[src/rtl/pixel_stream_scrambler_pkg.sv]
`default_nettype none
// +----------------------------------------------------------------------------+
// | Package     : pixel_scrambler_pkg                                          |
// | Description : Shared constants and the Fibonacci LFSR step function for   |
// |               the pixel stream scrambler.                                  |
// | Revision    : 1.0 - initial release                                        |
// +----------------------------------------------------------------------------+
package pixel_scrambler_pkg;

  // Widest LFSR the step helper can serve; callers zero-extend into it.
  localparam int unsigned C_LFSR_MAX_W = 32;

  localparam logic [11:0] C_TAPS_DEFAULT     = 12'h829;
  localparam logic [11:0] C_KEY_SEED_DEFAULT = 12'hACE;
  localparam logic [11:0] C_CODE_RST_DEFAULT = 12'h001;

  // One Fibonacci step: parity of the tapped bits enters at the MSB of a
  // 'width'-bit register while everything shifts toward bit 0. Bits above
  // 'width' must be zero on entry and stay zero on exit.
  function automatic logic [C_LFSR_MAX_W-1:0] lfsr_step(
    input logic [C_LFSR_MAX_W-1:0] state,
    input logic [C_LFSR_MAX_W-1:0] taps,
    input int unsigned             width
  );
    logic [C_LFSR_MAX_W-1:0] fb_vec;
    fb_vec = {{(C_LFSR_MAX_W-1){1'b0}}, ^(state & taps)};
    return (state >> 1) | (fb_vec << (width - 1));
  endfunction

endpackage
`default_nettype wire

[src/rtl/pixel_stream_scrambler_lfsr_seq.sv]
`default_nettype none
// +----------------------------------------------------------------------------+
// | Module      : lfsr_seq                                                     |
// | Description : Fibonacci LFSR register with synchronous reload (priority)  |
// |               and step enable.                                             |
// | Revision    : 1.0 - initial release                                        |
// +----------------------------------------------------------------------------+
module lfsr_seq
  import pixel_scrambler_pkg::*;
#(
  parameter int unsigned      WIDTH   = 12,
  parameter logic [WIDTH-1:0] TAPS    = WIDTH'(C_TAPS_DEFAULT),
  parameter logic [WIDTH-1:0] RST_VAL = WIDTH'(C_KEY_SEED_DEFAULT)
) (
  input  logic             clk,
  input  logic             reset_n,
  input  logic             load,
  input  logic [WIDTH-1:0] load_val,
  input  logic             step,
  output logic [WIDTH-1:0] state
);

  logic [WIDTH-1:0] state_q;
  logic [WIDTH-1:0] state_d;

  // Next state: reload wins over stepping, otherwise hold.
  always_comb begin
    state_d = state_q;
    if (load) begin
      state_d = load_val;
    end else if (step) begin
      state_d = WIDTH'(lfsr_step(C_LFSR_MAX_W'(state_q), C_LFSR_MAX_W'(TAPS), WIDTH));
    end
  end

  // State register, asynchronously returned to the reset seed.
  always_ff @(posedge clk or negedge reset_n) begin
    if (!reset_n) begin
      state_q <= RST_VAL;
    end else begin
      state_q <= state_d;
    end
  end

  assign state = state_q;

endmodule
`default_nettype wire

[src/rtl/pixel_stream_scrambler.sv]
`default_nettype none
// +----------------------------------------------------------------------------+
// | Module      : pixel_stream_scrambler                                       |
// | Description : XORs a valid/ready pixel stream with a key built from a     |
// |               fixed-seed LFSR and a user-coded LFSR, both reseeded on     |
// |               every accepted start-of-frame. One registered output stage. |
// | Revision    : 1.0 - initial release                                        |
// +----------------------------------------------------------------------------+
module pixel_stream_scrambler
  import pixel_scrambler_pkg::*;
#(
  parameter int unsigned       PIX_W    = 12,
  parameter int unsigned       LFSR_W   = 12,
  parameter logic [LFSR_W-1:0] TAPS     = LFSR_W'(C_TAPS_DEFAULT),
  parameter logic [LFSR_W-1:0] KEY_SEED = LFSR_W'(C_KEY_SEED_DEFAULT),
  parameter logic [LFSR_W-1:0] CODE_RST = LFSR_W'(C_CODE_RST_DEFAULT)
) (
  input  logic              clk,
  input  logic              reset_n,
  input  logic              cfg_enable,
  input  logic [LFSR_W-1:0] cfg_code,
  input  logic              cfg_code_load,
  input  logic              in_valid,
  output logic              in_ready,
  input  logic              in_sof,
  input  logic [PIX_W-1:0]  in_data,
  output logic              out_valid,
  input  logic              out_ready,
  output logic              out_sof,
  output logic [PIX_W-1:0]  out_data,
  output logic [15:0]       frame_cnt
);

  // The key LFSR always restarts from the same seed, so its post-sof value is fixed.
  localparam logic [LFSR_W-1:0] c_key_after_sof =
    LFSR_W'(lfsr_step(C_LFSR_MAX_W'(KEY_SEED), C_LFSR_MAX_W'(TAPS), LFSR_W));

  logic [LFSR_W-1:0] code_reg_q, code_reg_d;
  logic              out_valid_q, out_valid_d;
  logic              out_sof_q, out_sof_d;
  logic [PIX_W-1:0]  out_data_q, out_data_d;
  logic [15:0]       frame_cnt_q, frame_cnt_d;

  logic              w_accept;
  logic              w_sof_acc;
  logic [LFSR_W-1:0] w_key_state;
  logic [LFSR_W-1:0] w_code_state;
  logic [LFSR_W-1:0] w_code_after_sof;
  logic [LFSR_W-1:0] w_key_full;
  logic [PIX_W-1:0]  w_result;

  assign in_ready  = !out_valid_q | out_ready;
  assign w_accept  = in_valid & in_ready;
  assign w_sof_acc = w_accept & in_sof;

  // A sof beat keys from the seeds themselves, then leaves both LFSRs one step on.
  assign w_code_after_sof =
    LFSR_W'(lfsr_step(C_LFSR_MAX_W'(code_reg_q), C_LFSR_MAX_W'(TAPS), LFSR_W));

  lfsr_seq #(
    .WIDTH   (LFSR_W),
    .TAPS    (TAPS),
    .RST_VAL (KEY_SEED)
  ) u_key_lfsr (
    .clk      (clk),
    .reset_n  (reset_n),
    .load     (w_sof_acc),
    .load_val (c_key_after_sof),
    .step     (w_accept),
    .state    (w_key_state)
  );

  lfsr_seq #(
    .WIDTH   (LFSR_W),
    .TAPS    (TAPS),
    .RST_VAL (CODE_RST)
  ) u_code_lfsr (
    .clk      (clk),
    .reset_n  (reset_n),
    .load     (w_sof_acc),
    .load_val (w_code_after_sof),
    .step     (w_accept),
    .state    (w_code_state)
  );

  assign w_key_full = in_sof ? (KEY_SEED ^ code_reg_q) : (w_key_state ^ w_code_state);
  assign w_result   = cfg_enable ? (in_data ^ w_key_full[PIX_W-1:0]) : in_data;

  // Code latch; a zero code would lock the code LFSR, so it is replaced by 1.
  always_comb begin
    code_reg_d = code_reg_q;
    if (cfg_code_load) begin
      code_reg_d = (cfg_code == '0) ? LFSR_W'(1) : cfg_code;
    end
  end

  // Output stage: load on accept, drain when taken downstream, else hold.
  always_comb begin
    out_valid_d = out_valid_q;
    out_sof_d   = out_sof_q;
    out_data_d  = out_data_q;
    frame_cnt_d = frame_cnt_q;
    if (w_accept) begin
      out_valid_d = 1'b1;
      out_sof_d   = in_sof;
      out_data_d  = w_result;
    end else if (out_ready) begin
      out_valid_d = 1'b0;
    end
    if (w_sof_acc) begin
      frame_cnt_d = frame_cnt_q + 16'd1;
    end
  end

  // State registers; reset drops any in-flight output beat.
  always_ff @(posedge clk or negedge reset_n) begin
    if (!reset_n) begin
      code_reg_q  <= CODE_RST;
      out_valid_q <= 1'b0;
      out_sof_q   <= 1'b0;
      out_data_q  <= '0;
      frame_cnt_q <= 16'd0;
    end else begin
      code_reg_q  <= code_reg_d;
      out_valid_q <= out_valid_d;
      out_sof_q   <= out_sof_d;
      out_data_q  <= out_data_d;
      frame_cnt_q <= frame_cnt_d;
    end
  end

  assign out_valid = out_valid_q;
  assign out_sof   = out_sof_q;
  assign out_data  = out_data_q;
  assign frame_cnt = frame_cnt_q;

endmodule
`default_nettype wire

[config.mk]
export PLATFORM = sky130hd
export DESIGN_NAME = pixel_stream_scrambler
export DESIGN_NICKNAME = d
export VERILOG_FILES = /design/src/rtl/pixel_stream_scrambler_pkg.sv /design/src/rtl/pixel_stream_scrambler_lfsr_seq.sv /design/src/rtl/pixel_stream_scrambler.sv
export SDC_FILE = /design/constraint.sdc
export NUM_CORES = 1
export LEC_CHECK = 0
export CAP_MARGIN = 20
export CORE_MARGIN = 3
export CORE_UTILIZATION = 55
export DETAILED_ROUTE_END_ITERATION = 7
export DONT_BUFFER_PORTS = 1
export PLACE_DENSITY = 0.76
export SLEW_MARGIN = 40
export SYNTH_ARGS = -nofsm -noshare
export SYNTH_HDL_FRONTEND = slang
export SYNTH_SLANG_ARGS = --single-unit
[constraint.sdc]
create_clock -name clk -period 3.85 [get_ports clk]
set_input_delay 0.5775 -clock clk [delete_from_list [all_inputs] [get_ports clk]]
set_output_delay 0.5775 -clock clk [all_outputs]
set_load 0.05 [all_outputs]
# Yosys cells after proc, flatten, opt, wreduce, memory -nomap -nowiden
# Index checks and enable logic that the tools add are counted.
# Widths: inputs -> output; s select.
# word_totals
regBits	66
out_inout_bits	31
wordCells	33
# op_classes
add_sub_neg	1
n_mux	9
bitwise	9
n_reduce_logical	7
# ops
cell	count
$reduce_xor 32->1	3
$mux 12	7
$or 11x12->12	3
$xor 12x12->12	2
$add 16x1->16 const B	1
$logic_not 12->1	1
$not 7->7	1
$reduce_bool 2->1	2
$and 1x1->1	2
$mux 1	2
$logic_not 1->1	1
$or 1x1->1	1

# Depth between registers and ports, before layout
# logic_depth
depth_word	5
depth_mapped	7

# Hierarchy
# A second synthesis with hierarchy kept.
# unflattened
cells_unflattened	314
hier_area_um2	3353.2
# modules_own_cells
module	instances	cells_per_inst	area_each_um2	seq_area_each_um2
pixel_stream_scrambler	1	194	2124.5	1052.3
lfsr_seq (u_key_lfsr)	1	60	618.1	309.0
lfsr_seq (u_code_lfsr)	1	60	610.6	301.5

# Least setup slack after synthesis
# Ideal clock, no wire load.
# synth_timing
path_kind	register to register
from	reg out_valid_q (netlist: out_valid)
to	reg out_data_q[11] (netlist: out_data[11])
arrival_time_ns	1.601
slack_ns	2.116
stages_incl_launch_ff	8
period_less_slack_ns	1.734
path_cell_list	dfrtp_1 > and2b_4 > inv_2 > nand2_1 > buf_4 > buf_2 > nand2_1 > o21ai_0
# synth_between
elab_chain_len	3
# synth_lines
element	line	text
from (decl)	pixel_stream_scrambler.sv:39	logic out_valid_q, out_valid_d;
from (signal assigned)	pixel_stream_scrambler.sv:125	out_valid_q <= out_valid_d;
$logic_not 1->1	pixel_stream_scrambler.sv:52	assign in_ready = !out_valid_q | out_ready;
$or 1x1->1	pixel_stream_scrambler.sv:52	
via in_ready	pixel_stream_scrambler.sv:24	output logic in_ready,
$and 1x1->1	pixel_stream_scrambler.sv:53	assign w_accept = in_valid & in_ready;
to (signal assigned)	pixel_stream_scrambler.sv:127	out_data_q <= out_data_d;
to (decl)	pixel_stream_scrambler.sv:41	logic [PIX_W-1:0] out_data_q, out_data_d;
# The timed path passes the listed nets, and every way through them passes these cells.
# A chain may end at the register's enable or synchronous reset.

# Final worst setup path
# layout_timing
from	reg out_valid_q (netlist: out_valid)
to	reg u_key_lfsr.state_q[0] (netlist: u_key_lfsr.state[0])
# layout_between
elab_chain_len	5
word_cells_on_any_way	6
# layout_lines
element	line	text
$logic_not 1->1 (*)	pixel_stream_scrambler.sv:52	
$or 1x1->1 (*)	pixel_stream_scrambler.sv:52	
via in_ready	pixel_stream_scrambler.sv:24	
$and 1x1->1 (*)	pixel_stream_scrambler.sv:53	
$and 1x1->1	pixel_stream_scrambler.sv:54	assign w_sof_acc = w_accept & in_sof;
$mux 12 or $reduce_bool 2->1 (tied branches)	--	
to (signal assigned)	pixel_stream_scrambler_lfsr_seq.sv:41	state_q <= state_d;
to (decl)	pixel_stream_scrambler_lfsr_seq.sv:23	logic [WIDTH-1:0] state_q;
# Mark *: on every way through the listed nets, which the timed path passes. The rest lies on a longest branch.

==> results by group <==
Run status
  • Status: finished clean

Clock tree
  • Clock-pin slew on the worst setup and hold paths: around 0.080 ns
  • Postcts setup bufs: 0
  • CTS tree: yes
  • CTS resizes: 0
  • Clk_lat worst skew: ~0.35 ns
  • Post-cts hold buffer count: 1
  • # H-tree levels: 3
  • CTS sink cnt: 66
  • CTS max path bufs: 2
  • Clk root buf: clkbuf_8
  • TritonCTS Buffers: 9

Critical path
  • Delay-heaviest family, CP: simple AND/OR/NAND/NOR gates
  • Crit Path Class: reg -> reg
  • Crit end category: register
  • Worst-path cell chain: and2b_4 > inv_2 > nand2_2 > buf_4 > o21ai_0
  • Worst EP required: a little over 4 ns
  • Crit-path max FO: 36
  • WP buf/inv: 2
  • CP startpoint kind: register
  • Data arrival, critical path: roughly 2.4 ns
  • Slowest stage delay, CP: 0.64 ns
  • Slowest-stage cell, CP: dfrtp_1

Detailed routing
  • Vias per cell: between 5 and 6
  • Post-route ant nets: 0
  • Post-Route WL: 6.10 mm
  • Routed wire per std cell: between 15 and 20 µm
  • Post-route DRC: 0
  • Metal2 WL: 2.58 mm
  • Vias: roughly 2100
  • Wl on met1: around 2.9 mm
  • Max Used Layer: met4
  • Met3 WL: 521 µm
  • Initial DRT Pass Iterations: 4
  • Drt initial violations: ~120

Power and ir drop
  • Power Density: ~600 mW/mm²
  • Worst-case vdd ir drop: 272 µV
  • Leakage: 1.44 nW

Layout
  • Share of cells above drive strength 1: 0.149
  • Area delta synth->final: 8.04%
  • Ant diodes: 0
  • Nets: 329
  • Post-Layout Cell Count: 372
  • FILL cells: approximately 440

Synth
  • Yosys warnings: 0
  • Ys flop type: dfrtp_1
  • Most frequent cells after synthesis: 57 x dfrtp_1, 42 x nand2_1, 28 x o21ai_0, 26 x xor2_1, 20 x xnor2_1
  • Post-synth top area cell: dfrtp_1
  • Count leader, synth: dfrtp_1
  • Mean area per synthesized cell: 10.5 µm²
  • Synth top area share: 0.451
  • Async SR Flop Fraction: 1.00
  • Register area share after synthesis: 0.526
  • Mapped cell area: roughly 0.0032 mm²
  • Dominant cells by area after synthesis: dfrtp_1 45%, dfstp_2 7.5%, xor2_1 7.2%
  • Flops & latches, synth: 66
  • Syn Inst Count: 300
  • Mapped Nets: 332
  • Synth unique cells: 33
  • EDFF count, synth: 0

Die
  • Chip width: between 80 and 90 µm
  • Num rows: 26
  • Top Ports: 62
  • Core area: about 0.0053 mm²
  • Chip Height: about 82 µm
  • Initial Utilization: 0.592
  • Die area: 0.00669 mm²

Place
  • IO Port Bufs: 0
  • DP HPWL: approximately 4 mm
  • Placed Cells: roughly 360
  • GP Congestion: just under 0.8

GRT
  • Vias in the first global route: between 2000 and 2500
  • Overflow after GRT: 0
  • Pin count of the biggest net entering global routing: 58
  • Total GRT Usage: 0.201
  • Initial antenna violation count: 0
  • Global-route wire length before repair: 9.94 mm

Timing
  • RSZ-0062 raised after global routing: false
  • Rel. slew slack: 0.610
  • Min Tclk post-route: 2.14 ns
  • Crit share post-route: 0.556
  • Hold violation count in the final report: 0
  • Top achievable clock speed: ~0.47 GHz
  • Slew Limit Fails: 0
  • Clk_skew: approximately 0.0077 ns
  • Final setup vio count: 0
  • Actual slew at the worst max-slew pin: 0.585 ns
  • Setup TNS Final: 0 ns

Flow run
  • Max Cap Violations: 0

Hold path
  • Hold/Removal Path Class: in -> async
[sequential cells by signal (all words and copies together) (netlist names)]
register,flops
code_reg_q,12
u_code_lfsr.state,12
out_sof,1
out_data,12
out_valid,1
frame_cnt,16
u_key_lfsr.state,12
[final cells by class]
class,instances,area [µm²],area share
tap,70,87.6,0.0257
clock buffer,9,124,0.0363
multi-input combinational,215,1400,0.410
timing repair buffer,2,35.0,0.0103
inverter,3,11.3,0.00330
sequential,66,1660,0.487
clock inverter,7,93.8,0.0275
[kinds of logic after synthesis]
family / after synthesis / synth area share
simple gates: 99 / 0.155
flops: 66 / 0.526
compound gates: 53 / 0.0998
xor+xnor: 46 / 0.128
buf+inv: 19 / 0.0317
mux: 16 / 0.0554
fa+ha+maj: 1 / 0.00396
[through the flow]
step                total power [W]  instance area (µm²)   util  setup slack [ns]  hold slack (ns)
floorplan                   0.00137                 3160      -              2.12            0.282
global placement            0.00141                 3170  0.593              1.42            0.284
detailed placement          0.00143                 3170  0.594              1.69            0.284
CTS                         0.00208                 3410  0.640              1.69           0.0554
global route                0.00218                 3410  0.640              1.55           0.0439
finish                      0.00207                 3410  0.640              1.71           0.0679
[power breakdown]
part	leakage, nW	total [W]	internal (W)	switching [W]
clock network	0.105	0.000641	0.000363	0.000278
registers	0.797	0.00114	0.000821	0.000317
logic	0.543	0.000289	0.000147	0.000142
[cells in the final DEF (no fill, tap or decap), types with 3 or more instances in the layout]
cell type	Yosys	layout
dfrtp_1	57	57
nand2_1	42	41
o21ai_0	28	28
xor2_1	26	26
xnor2_1	20	20
nor2_1	16	16
nand2b_1	15	15
mux2_2	12	12
o211ai_1	12	12
clkbuf_8	0	9
dfstp_2	9	9
nand3_1	8	8
a31oi_1	7	7
nand4_1	4	4
mux2i_1	4	4
a21oi_1	3	3
nor4_1	3	3
and3_1	3	3
[final timing paths]
| path | cells past startpoint | endpoint | from | slack (ns) |
|---|---|---|---|---|
| setup / recovery | 5 | u_key_lfsr.state[0] | out_valid | 1.71 |
| hold reg to reg | 2 | u_key_lfsr.state[1] | u_key_lfsr.state[1] | 0.50 |
| hold / removal | 0 | u_key_lfsr.state[9] | reset_n | 0.07 |
| setup reg to reg | 5 | u_key_lfsr.state[0] | out_valid | 1.71 |
| min in group clk | 1 | code_reg_q[0] | cfg_code_load | 0.27 |
| max in group asynchronous | 1 | code_reg_q[9] | reset_n | 3.51 |
[routing by layer]
metal | vias to the layer above | global-route usage
li1 | 1022 | -
met1 | 981 | 0.276
met2 | 66 | 0.279
met3 | 13 | 0.0746
met4 | 0 | 0.0997
met5 | - | 0
Power figures use the tool's default switching activity.
